File: src/rtl/stack_unit_pkg.sv
// Shared definitions for the stack engine: geometry, frame layout, direction and state encodings.
package stack_unit_pkg;

  localparam logic [7:0] DEF_STACK_BASE  = 8'hFF;
  localparam int         DEF_STACK_DEPTH = 32;

  localparam int FRAME_BYTES = 2;
  localparam int BEAT_PC     = 0;
  localparam int BEAT_FLAGS  = 1;

  // Direction encoding shared with the controller
  localparam logic PUSH = 1'b0;
  localparam logic POP  = 1'b1;

  // Flags byte layout: {2'b00, IE, IF, Z, C, N, V}
  localparam int FLAGS_W = 6;
  localparam int FLAG_IE = 5;
  localparam int FLAG_IF = 4;
  localparam int FLAG_Z  = 3;
  localparam int FLAG_C  = 2;
  localparam int FLAG_N  = 1;
  localparam int FLAG_V  = 0;

  typedef enum logic {
    ST_IDLE  = 1'b0,
    ST_BEAT1 = 1'b1
  } state_t;

endpackage

File: src/rtl/stack_unit_ptr.sv
// Stack occupancy counter and beat address generation.
// STACK_UNIT_GUARD_EN lets the count reach STACK_DEPTH; otherwise it wraps modulo STACK_DEPTH.
module stack_unit_ptr
  import stack_unit_pkg::*;
#(
  parameter logic [7:0] STACK_BASE  = DEF_STACK_BASE,
  parameter int         STACK_DEPTH = DEF_STACK_DEPTH
) (
  input  logic                           clk,
  input  logic                           rst,
  input  logic                           step_en,
  input  logic                           step_pop,
  output logic [$clog2(STACK_DEPTH):0]   cnt,
  output logic [7:0]                     addr,
  output logic                           push_room,
  output logic                           pop_avail
);

  localparam int              CW   = $clog2(STACK_DEPTH) + 1;
  localparam logic [CW-1:0]   MASK = CW'(STACK_DEPTH - 1);

  logic [CW-1:0] pop_off;

  // A pop reads the top byte; masking makes an empty pop address the wrapped top
  assign pop_off   = (cnt - CW'(1)) & MASK;
  assign addr      = step_pop ? (STACK_BASE - 8'(pop_off)) : (STACK_BASE - 8'(cnt));
  assign push_room = (cnt <= CW'(STACK_DEPTH - 2));
  assign pop_avail = (cnt >= CW'(2));

  always_ff @(posedge clk) begin
    if (!rst) begin
      cnt <= '0;
    end else if (step_en) begin
`ifdef STACK_UNIT_GUARD_EN
      cnt <= step_pop ? (cnt - CW'(1)) : (cnt + CW'(1));
`else
      cnt <= (step_pop ? (cnt - CW'(1)) : (cnt + CW'(1))) & MASK;
`endif
    end
  end

endmodule

File: src/rtl/stack_unit.sv
// Stack engine moving {PC, flags} frames over the data-memory bus in two beats.
// Optional overflow/underflow refusal is enabled by defining STACK_UNIT_GUARD_EN.
module stack_unit
  import stack_unit_pkg::*;
#(
  parameter logic [7:0] STACK_BASE  = DEF_STACK_BASE,
  parameter int         STACK_DEPTH = DEF_STACK_DEPTH
) (
  input  logic                           clk,
  input  logic                           rst,
  input  logic                           stack_op_ongoing,
  input  logic                           push_or_pop,
  output logic                           stack_op_end,
  input  logic                           bus_grant,
  output logic                           stack_bus_en,
  output logic [7:0]                     stack_addr,
  output logic [7:0]                     stack_wr_data,
  input  logic [7:0]                     stack_rd_data,
  input  logic [7:0]                     pc_din,
  input  logic [FLAGS_W-1:0]             flags_din,
  output logic [7:0]                     pc_dout,
  output logic [FLAGS_W-1:0]             flags_dout,
  output logic [$clog2(STACK_DEPTH):0]   stack_cnt,
  output logic                           stack_err
);

  state_t state;
  logic   dir;
  logic   cur_dir;
  logic   refuse;
  logic   beat_valid;
  logic   granted;
  logic   push_room;
  logic   pop_avail;
  logic [7:0] ptr_addr;
  logic   unused_rd_hi;

  assign unused_rd_hi = ^stack_rd_data[7:6];

  // Beat 0 follows the live direction; beat 1 uses the direction latched at frame start
  assign cur_dir = (state == ST_IDLE) ? push_or_pop : dir;

`ifdef STACK_UNIT_GUARD_EN
  assign refuse = rst && stack_op_ongoing && (state == ST_IDLE) &&
                  (((cur_dir == PUSH) && !push_room) || ((cur_dir == POP) && !pop_avail));
`else
  logic unused_guard;
  assign unused_guard = push_room ^ pop_avail;
  assign refuse       = 1'b0;
`endif

  assign beat_valid   = rst && stack_op_ongoing && !refuse;
  assign granted      = beat_valid && bus_grant;
  assign stack_bus_en = beat_valid;
  assign stack_op_end = ((state == ST_BEAT1) && granted) || refuse;
  assign stack_addr   = beat_valid ? ptr_addr : 8'h00;

  always_comb begin
    stack_wr_data = 8'h00;
    if (beat_valid && (cur_dir == PUSH)) begin
      stack_wr_data = (state == ST_IDLE) ? pc_din : {2'b00, flags_din};
    end
  end

  stack_unit_ptr #(
    .STACK_BASE  (STACK_BASE),
    .STACK_DEPTH (STACK_DEPTH)
  ) u_ptr (
    .clk       (clk),
    .rst       (rst),
    .step_en   (granted),
    .step_pop  (cur_dir == POP),
    .cnt       (stack_cnt),
    .addr      (ptr_addr),
    .push_room (push_room),
    .pop_avail (pop_avail)
  );

  // Frame sequencer; popped bytes land in the output registers as each pop beat is granted
  always_ff @(posedge clk) begin
    if (!rst) begin
      state      <= ST_IDLE;
      dir        <= PUSH;
      pc_dout    <= '0;
      flags_dout <= '0;
`ifdef STACK_UNIT_GUARD_EN
      stack_err  <= 1'b0;
`endif
    end else begin
`ifdef STACK_UNIT_GUARD_EN
      if (refuse) stack_err <= 1'b1;
`endif
      case (state)
        ST_IDLE: begin
          if (granted) begin
            dir   <= cur_dir;
            state <= ST_BEAT1;
            if (cur_dir == POP) flags_dout <= stack_rd_data[FLAGS_W-1:0];
          end
        end
        ST_BEAT1: begin
          if (!stack_op_ongoing) begin
            state <= ST_IDLE;
          end else if (granted) begin
            state <= ST_IDLE;
            if (dir == POP) pc_dout <= stack_rd_data;
          end
        end
        default: state <= ST_IDLE;
      endcase
    end
  end

`ifndef STACK_UNIT_GUARD_EN
  assign stack_err = 1'b0;
`endif

endmodule

File: config.mk
export PLATFORM = sky130hd
export DESIGN_NAME = stack_unit
export DESIGN_NICKNAME = d
export VERILOG_FILES = /design/src/rtl/stack_unit_pkg.sv /design/src/rtl/stack_unit_ptr.sv /design/src/rtl/stack_unit.sv
export SDC_FILE = /design/constraint.sdc
export NUM_CORES = 1
export LEC_CHECK = 0
export ABC_CLOCK_PERIOD_IN_PS = 2250
export BUFFER_PORTS_ARGS = -buffer_cell sky130_fd_sc_hd__buf_2
export CORE_MARGIN = 2
export CORE_UTILIZATION = 40
export DETAILED_ROUTE_END_ITERATION = 16
export HOLD_SLACK_MARGIN = 0.15
export PLACE_DENSITY = 0.79
export SYNTH_ARGS = -nofsm -noshare
export SYNTH_HDL_FRONTEND = slang
export SYNTH_SLANG_ARGS = --single-unit
File: constraint.sdc
create_clock -name clk -period 2.25 [get_ports clk]
set_input_delay 0.3375 -clock clk [delete_from_list [all_inputs] [get_ports clk]]
set_output_delay 0.3375 -clock clk [all_outputs]
set_load 0.005 [all_outputs]
After elaboration in Yosys (flattened, before gate mapping)
Index checks and enable logic that the tools add are counted.

cells by class
  add/sub/neg operators = 4
  muxes and demuxes = 10
  bitwise logic cells = 2
  reduce and logical (&&, ||, !) cells = 7

operators by type and width
  operator                                          count
  two-way mux 8 bit                                 4
  subtractor 1 x 6 -> 7 bit, first input constant   2
  adder 5 x 1 -> 5 bit, second input constant       1
  two-way mux 5 bit                                 1
  subtractor 5 x 1 -> 5 bit, second input constant  1
  logical AND 1 bit                                 4
  two-way mux 1 bit                                 4
  AND reduction 4 bit                               1
  AND reduction 3 bit                               1
  NOT 1 bit                                         2
  case mux 1 bit (2 select lines)                   1
  AND reduction 2 bit                               1

storage, ports and cells
  output and inout bits = 39
  bits of input ports = 27
  word-level logic and storage cells = 28
  flip-flop bits (word level) = 21

Longest topological paths before layout
Gate-level depths: netlist of run 1.

  depth in word-level cells = 5
  depth in mapped cells = 5

Modules after synthesis
Synthesis of run 1 repeated with hierarchy kept, for this count alone.

unflattened totals
  cell total of the unflattened synthesis = 160
  area, all modules = 1,285.0 um^2

modules (own cells, without submodules)
  module          cells an instance  times used  area each (um^2)
  stack_unit      107                1           828.3
  stack_unit_ptr  53                 1           456.7

Least setup slack after synthesis of run 1
No wires, ideal clock.

  path kind = register to output
  from = reg state
  to = out stack_wr_data[6]
  path buffers = 0
  setup slack = 0.674 ns
  data required time = 1.913 ns
  data arrival time = 1.238 ns
  cell stages (with the launch flop) = 4
  path through = dfxtp_1 > mux2i_2 > nand2_1 > nor3b_1

between the ends
  word-level cells in the longest chain between the ends = 4
  elaborated cells between the ends (all ways) = 5

RTL lines
  item                      line               source
  start: declaration        stack_unit.sv:27   state_t state;
  start signal: assignment  stack_unit.sv:82   state <= ST_IDLE;
  start signal: assignment  stack_unit.sv:97   state <= ST_BEAT1;
  start signal: assignment  stack_unit.sv:103  state <= ST_IDLE;
  two-way mux 1 bit         stack_unit.sv:41   assign cur_dir = (state == ST_IDLE) ? push_or_pop : dir;
  NOT 1 bit                 stack_unit.sv:60   if (beat_valid && (cur_dir == PUSH)) begin
  logical AND 1 bit         stack_unit.sv:60
  two-way mux 8 bit *       stack_unit.sv:60
  end: declaration          stack_unit.sv:17   output logic [7:0] stack_wr_data,

Mark *: on every way between the ends. The rest lies on a longest branch, timed or not.

Final worst setup path of run 1
Ends and elaborated chain as after synthesis.

==> run_results.csv, run 1 <==
group,metric,value,unit
drt,drtAntennaViolNets,0,
yosys,ys_types,26,
clock_tree,worst_skew_pair.late_latency,0.30,ns
placed_design,io_buffers,63,
power_and_ir_drop,p_seq_share,54.4,%
drt,drtIter0Drc,20,
worst_setup_path,critPathMaxFanout,8,
yosys,synth-simple-area-share,24.5,%
power_and_ir_drop,swShare,26.9,%
final_layout,nets,222,
drt,vias_per_cell,4.85,
placed_design,hpwl,2100,um
sta,clock.fmax,496,MHz
drt,drt_pass1_iterations,3,
yosys,synth_compound_area_share,3.34,%
final_layout,final_common_cell,"buf_2",
power_and_ir_drop,p_per_area,474,nW/um2
yosys,synth_top_family_by_area,"simple AND/OR/NAND/NOR gates",
power_and_ir_drop,power.switching,195,uW
final_layout,fin_area,1530,um2
clock_tree,clock_path_buffers,2,
clock_tree,cts-hold-fix-buffers,0,
hold_path,holdCritPathClass,"in -> reg",
global_route,grt_antenna_before_repair,0,
sta,rsz0062_at_grt,"false",
power_and_ir_drop,p_leak,0.000842,uW
floorplan,dieArea,3350,um2
floorplan,coreArea,2760,um2
final_layout,syn2layout_area_growth,31.6,%
sta,hold_violations,0,
worst_setup_path,cp.arrival,1.68,ns
power_and_ir_drop,p_comb_share,21.4,%
power_and_ir_drop,p_int,529,uW
sta,clock_skew,0.00690,ns
yosys,yosys_warnings,0,
placed_design,place_area,1490,um2
power_and_ir_drop,peakVddDrop,0.253,mV
yosys,synth-edff-count,0,
global_route,grt_start_max_net_pins,24,
global_route,track_usage,15.9,%
worst_setup_path,cp_data_required_time,1.91,ns
job,cap_violations,0,
final_layout,multi_input_area,687,um2
clock_tree,cts_root_buf,"clkbuf_4",
drt,drc,0,
yosys,synth_ff_type,"dfxtp_1",
final_layout,final_cell_mix,"buf_2 (63), mux2i_1 (24), dfxtp_1 (21)",
sta,final_max_slew_viol_count,0,
final_layout,fin_cells,221,
power_and_ir_drop,power.clock.fraction,24.1,%
final_layout,area.sequential,420,um2
final_layout,drive_gt1_share,38.9,%
sta,period_share,89.7,%
floorplan,pin_count,66,
worst_setup_path,critPathCaptureType,"output port",
sta,final-setup-viol-count,0,
yosys,synthArstFlopShare,0,%
placed_design,dp.cells,217,
yosys,synth_area,1160,um2
yosys,syn_area_per_cell,9.13,um2
drt,wl_per_cell,11.8,um
floorplan,die_y,57.9,um
worst_setup_path,r2r_slack,0.66,ns
placed_design,gp_congestion,0.805,
global_route,first_global_vias,1000,
worst_setup_path,critPathLaunchType,"flip-flop",
global_route,grt_pass1_wl,4130,um
yosys,synth_mux_area_share,21.9,%
yosys,synthXorXnorAreaFrac,3.78,%
sta,whs,0.286,ns
drt,finalWirelength,2610,um
final_layout,fillers,289,
status,status,"finished clean",
clock_tree,cts_max_level,1,
clock_tree,cts_tree,"built",
yosys,synth_adder_area_share,4.31,%
worst_setup_path,crit_type,"reg -> out",
final_layout,final_util,55.4,%
floorplan,die_w,57.9,um
floorplan,start_util,42.1,%
floorplan,rows,19,
clock_tree,cts_buffers,3,
sta,final.setup.tns,0,ns
yosys,ys_seq_area_share,36.2,%
global_route,grt_overflow_total,0,
drt,via_count,1071,
sta,period_needed,2.02,ns
final_layout,antenna_cells,0,
yosys,synthCells,127,
clock_tree,cts_sinks,21,
clock_tree,path_clk_slew,0.12,ns
yosys,synth_seq_cells,21,
per-stage QoR:
step,power (uW),worst slack (ns)
6_report,724,0.233
2_1_floorplan,496,0.674
4_1_cts,733,0.129
5_1_grt,770,0.0543
3_5_place_dp,557,0.426
3_3_place_gp,554,0.467
cells by family (layout without fill, tap and decap cells):
family | after synthesis | after routing
mux | 25 | 25
simple gates | 53 | 53
buf+inv | 12 | 74
xor+xnor | 5 | 5
compound gates | 6 | 6
flops | 21 | 21
fa+ha+maj | 4 | 4
other cells | 1 | 2
flip-flops by register name, indices dropped and copies added (netlist names):
register / flops
pc_dout: 8
flags_dout: 6
u_ptr.cnt: 5
dir: 1
state: 1
worst max-delay path, stage by stage, from the launching register on:
cell     delay (ns)
dfxtp_1        0.41
mux2i_4        0.37
nand2_1        0.25
nor3b_1        0.23
buf_2          0.14
cells in the mapped netlist, types with 2 or more instances:
library cell	count	area, um2
mux2i_1	24	240
dfxtp_1	21	420
nor2b_1	15	93.8
nor2_1	13	48.8
nand2_1	12	45.0
buf_4	5	37.5
xnor2_1	5	43.8
ha_1	4	50.1
inv_1	4	15.0
a21oi_1	3	15.0
nand2b_1	3	18.8
clkbuf_1	2	7.51
nand4_1	2	12.5
nor3b_1	2	15.0
power by group through the flow:
stage | sequential [uW] | clock [uW] | combinational [uW]
after floorplan | 401 | 0 | 95.0
after global placement | 401 | 0 | 153
after detailed placement | 402 | 0 | 155
after CTS | 393 | 184 | 156
after global routing | 396 | 200 | 174
final | 394 | 175 | 155
per-layer routing:
| metal | track usage, % | vias up | wire length, um |
|---|---|---|---|
| met5 | 0 | - | 0 |
| met4 | 4.98 | 0 | 21 |
| met3 | 3.35 | 2 | 171 |
| met2 | 28.6 | 44 | 1300 |
| met1 | 18.9 | 479 | 1120 |
| li1 | - | 546 | - |
path summary, 6_finish.rpt:
path | depth (start not counted) | endpoint | from
setup reg to reg | 4 | u_ptr.cnt[0]$_SDFFE_PN0P_ | state$_SDFF_PN0_
hold reg to reg | 2 | u_ptr.cnt[4]$_SDFFE_PN0P_ | u_ptr.cnt[4]$_SDFFE_PN0P_
setup / recovery | 4 | stack_wr_data[6] | state$_SDFF_PN0_
hold / removal | 3 | pc_dout[7]$_SDFFE_PN0P_ | stack_rd_data[7]
what timing repair did:
item / CTS / global route
endpoints found under the setup margin: 0 / 4
resized for setup: 0 / 1
buffers inserted: 0 / 0
layout make-up:
cell class / count / share of cell area, %
Clock inverter: 1 / 0.328
Multi-Input combinational cell: 95 / 45.0
Timing Repair Buffer: 66 / 22.1
Tap cell: 31 / 2.54
Clock buffer: 3 / 1.48
Sequential cell: 21 / 27.5
Inverter: 4 / 0.984
Power figures use the tool's default switching activity.
==> inputs of run 2 (changes only) <==
--- a/config.mk
+++ b/config.mk
@@ -14,2 +14,3 @@
 export PLACE_DENSITY = 0.79
+export RECOVER_POWER = 50
 export SYNTH_ARGS = -nofsm -noshare
--- a/constraint.sdc
+++ b/constraint.sdc
@@ -3,2 +3,2 @@
 set_output_delay 0.3375 -clock clk [all_outputs]
-set_load 0.005 [all_outputs]
+set_load 0.05 [all_outputs]
==> run 2 against run 1 <==
Effect of this change: non-clock buffer count is the same; flip-flop and latch count stayed put; cell count unchanged; core utilization fell by 0.95 points; via count hardly changed; clock power is essentially flat; first-iteration DRC count grew 35%; worst hold slack improved by 0.0089 ns; combinational power increased by 55%; clock skew is 0.0012 ns lower; cell area decreased by 1.7%; critical path type unchanged; largest cell class unchanged.
==> run_results.csv, run 2 (same netlist as run 1, synthesis figures left out) <==
group,metric,value,unit
status,status,"finished clean",
global_route,grt_antenna_before_repair,0,
worst_setup_path,crit_chain,"mux2i_4, or4_4, xnor2_1, nor2_1, clkbuf_4",
sta,fin_ws,0.139,ns
drt,wl_met2,1290,um
power_and_ir_drop,p_leak,0.000741,uW
drt,vias_per_cell,4.84,
drt,wl_per_cell,12.1,um
global_route,first_global_vias,961,
sta,clock.fmax,474,MHz
worst_setup_path,critPathMaxFanout,8,
sta,rsz0062_at_grt,"false",
floorplan,die_y,57.9,um
worst_setup_path,cp_slowest_stage_delay,0.44,ns
sta,final-setup-viol-count,0,
drt,wl_met3,185,um
drt,drc,0,
worst_setup_path,cp_data_required_time,1.91,ns
sta,worst_pin_slew,0.628,ns
floorplan,coreArea,2760,um2
floorplan,die_w,57.9,um
final_layout,antenna_cells,0,
final_layout,top_register,"pc_dout",
global_route,grt_pass1_wl,4260,um
placed_design,hpwl,2100,um
sta,relSlewSlack,58.3,%
sta,clock_skew,0.00574,ns
placed_design,place_area,1490,um2
final_layout,nets,222,
job,cap_violations,0,
final_layout,drive_gt1_share,26.8,%
floorplan,rows,19,
drt,via_count,1070,
sta,period_share,93.8,%
clock_tree,cts_sinks,21,
floorplan,dieArea,3350,um2
final_layout,fillers,287,
sta,whs,0.295,ns
worst_setup_path,reg2reg_depth,4,
hold_path,holdCritPathClass,"in -> reg",
final_layout,reg_top3,"pc_dout (8), flags_dout (6), u_ptr.cnt (5)",
drt,met1_length,1170,um
global_route,grt_overflow_total,0,
global_route,track_usage,16.6,%
final_layout,largest_register_ffs,8,
placed_design,dp_slack,0.293,ns
clock_tree,cts_max_level,1,
drt,drtIter0Drc,27,
final_layout,final_common_cell,"buf_2",
clock_tree,cts_buffers,3,
clock_tree,worst_skew_pair.late_latency,0.29,ns
power_and_ir_drop,p_per_area,539,nW/um2
worst_setup_path,crit_type,"reg -> out",
final_layout,fin_area,1500,um2
sta,final_max_slew_viol_count,0,
sta,period_needed,2.11,ns
worst_setup_path,cp.arrival,1.77,ns
clock_tree,path_clk_slew,0.11,ns
placed_design,io_buffers,63,
placed_design,gp_congestion,0.869,
drt,drtAntennaViolNets,0,
drt,topRoutingLayerUsed,"met4",
final_layout,multi_input_area,686,um2
worst_setup_path,crit_slowest_cell,"or4_4",
sta,hold_violations,0,
final_layout,syn2layout_area_growth,29.3,%
floorplan,start_util,42.1,%
clock_tree,cts_tree,"built",
hold_path,min_path_cells,3,
drt,drt_pass1_iterations,2,
global_route,grt_start_max_net_pins,24,
final_layout,area.sequential,420,um2
clock_tree,cts_root_buf,"clkbuf_4",
worst_setup_path,critPathLaunchType,"flip-flop",
floorplan,pin_count,66,
final_layout,final_cell_mix,"buf_2 (38), mux2i_1 (24), clkbuf_1 (24)",
power_and_ir_drop,peakVddDrop,0.310,mV
worst_setup_path,critPathCaptureType,"output port",
drt,finalWirelength,2670,um
clock_tree,clock_path_buffers,2,
[run 2: timing repair]
action | 4_1_cts | 5_1_grt
hold buffers | 0 | 0
buffers inserted | 0 | 0
gates resized for setup | 0 | 5
endpoints found under the setup margin | 0 | 11
hold endpoints to repair | 0 | 0
[run 2: worst max-delay path, delay by kind of cell (launching register included)]
kind | cells | cell delay, ns
buffers and inverters | 1 | 0.23
and+or+nand+nor | 2 | 0.52
xor gates and xnor gates | 1 | 0.14
DFF | 1 | 0.36
muxes | 1 | 0.23
[run 2: metal layers]
layer / up-vias / GRT usage (%)
li1: 544 / -
met1: 480 / 21.5
met2: 44 / 27.8
met3: 2 / 3.35
met4: 0 / 4.98
met5: - / 0
[run 2: per-stage QoR]
step	power, uW	util (%)	setup TNS (ns)	cells
5_1_grt	859	54.4	0	221
3_3_place_gp	641	54.0	0	217
2_1_floorplan	584	-	-1.04	128
3_5_place_dp	644	54.0	0	217
6_report	809	54.4	0	221
4_1_cts	814	55.0	0	221
[run 2: area by class of cell]
cell class                 count  share of cell area (%)
multi-input combinational     95                    45.7
sequential                    21                    28.0
timing repair buffer          66                    20.9
tap                           31                    2.59
clock buffer                   4                    1.75
inverter                       4                    1.00
[run 2: final timing paths]
kind / from / to / slack [ns]
worst max-delay path: state$_SDFF_PN0_ / stack_addr[3] / 0.14
worst min-delay path: stack_rd_data[6] / pc_dout[6]$_SDFFE_PN0P_ / 0.30
worst max register to register: state$_SDFF_PN0_ / u_ptr.cnt[0]$_SDFFE_PN0P_ / 0.72
worst min register to register: u_ptr.cnt[4]$_SDFFE_PN0P_ / u_ptr.cnt[4]$_SDFFE_PN0P_ / 0.51
[run 2: power by group]
group	internal [uW]	switching (uW)	leakage (uW)
sequential	382	12.5	0.000170
clock	68.8	105	0.0000150
combinational	79.9	161	0.000556
total	530	279	0.000741
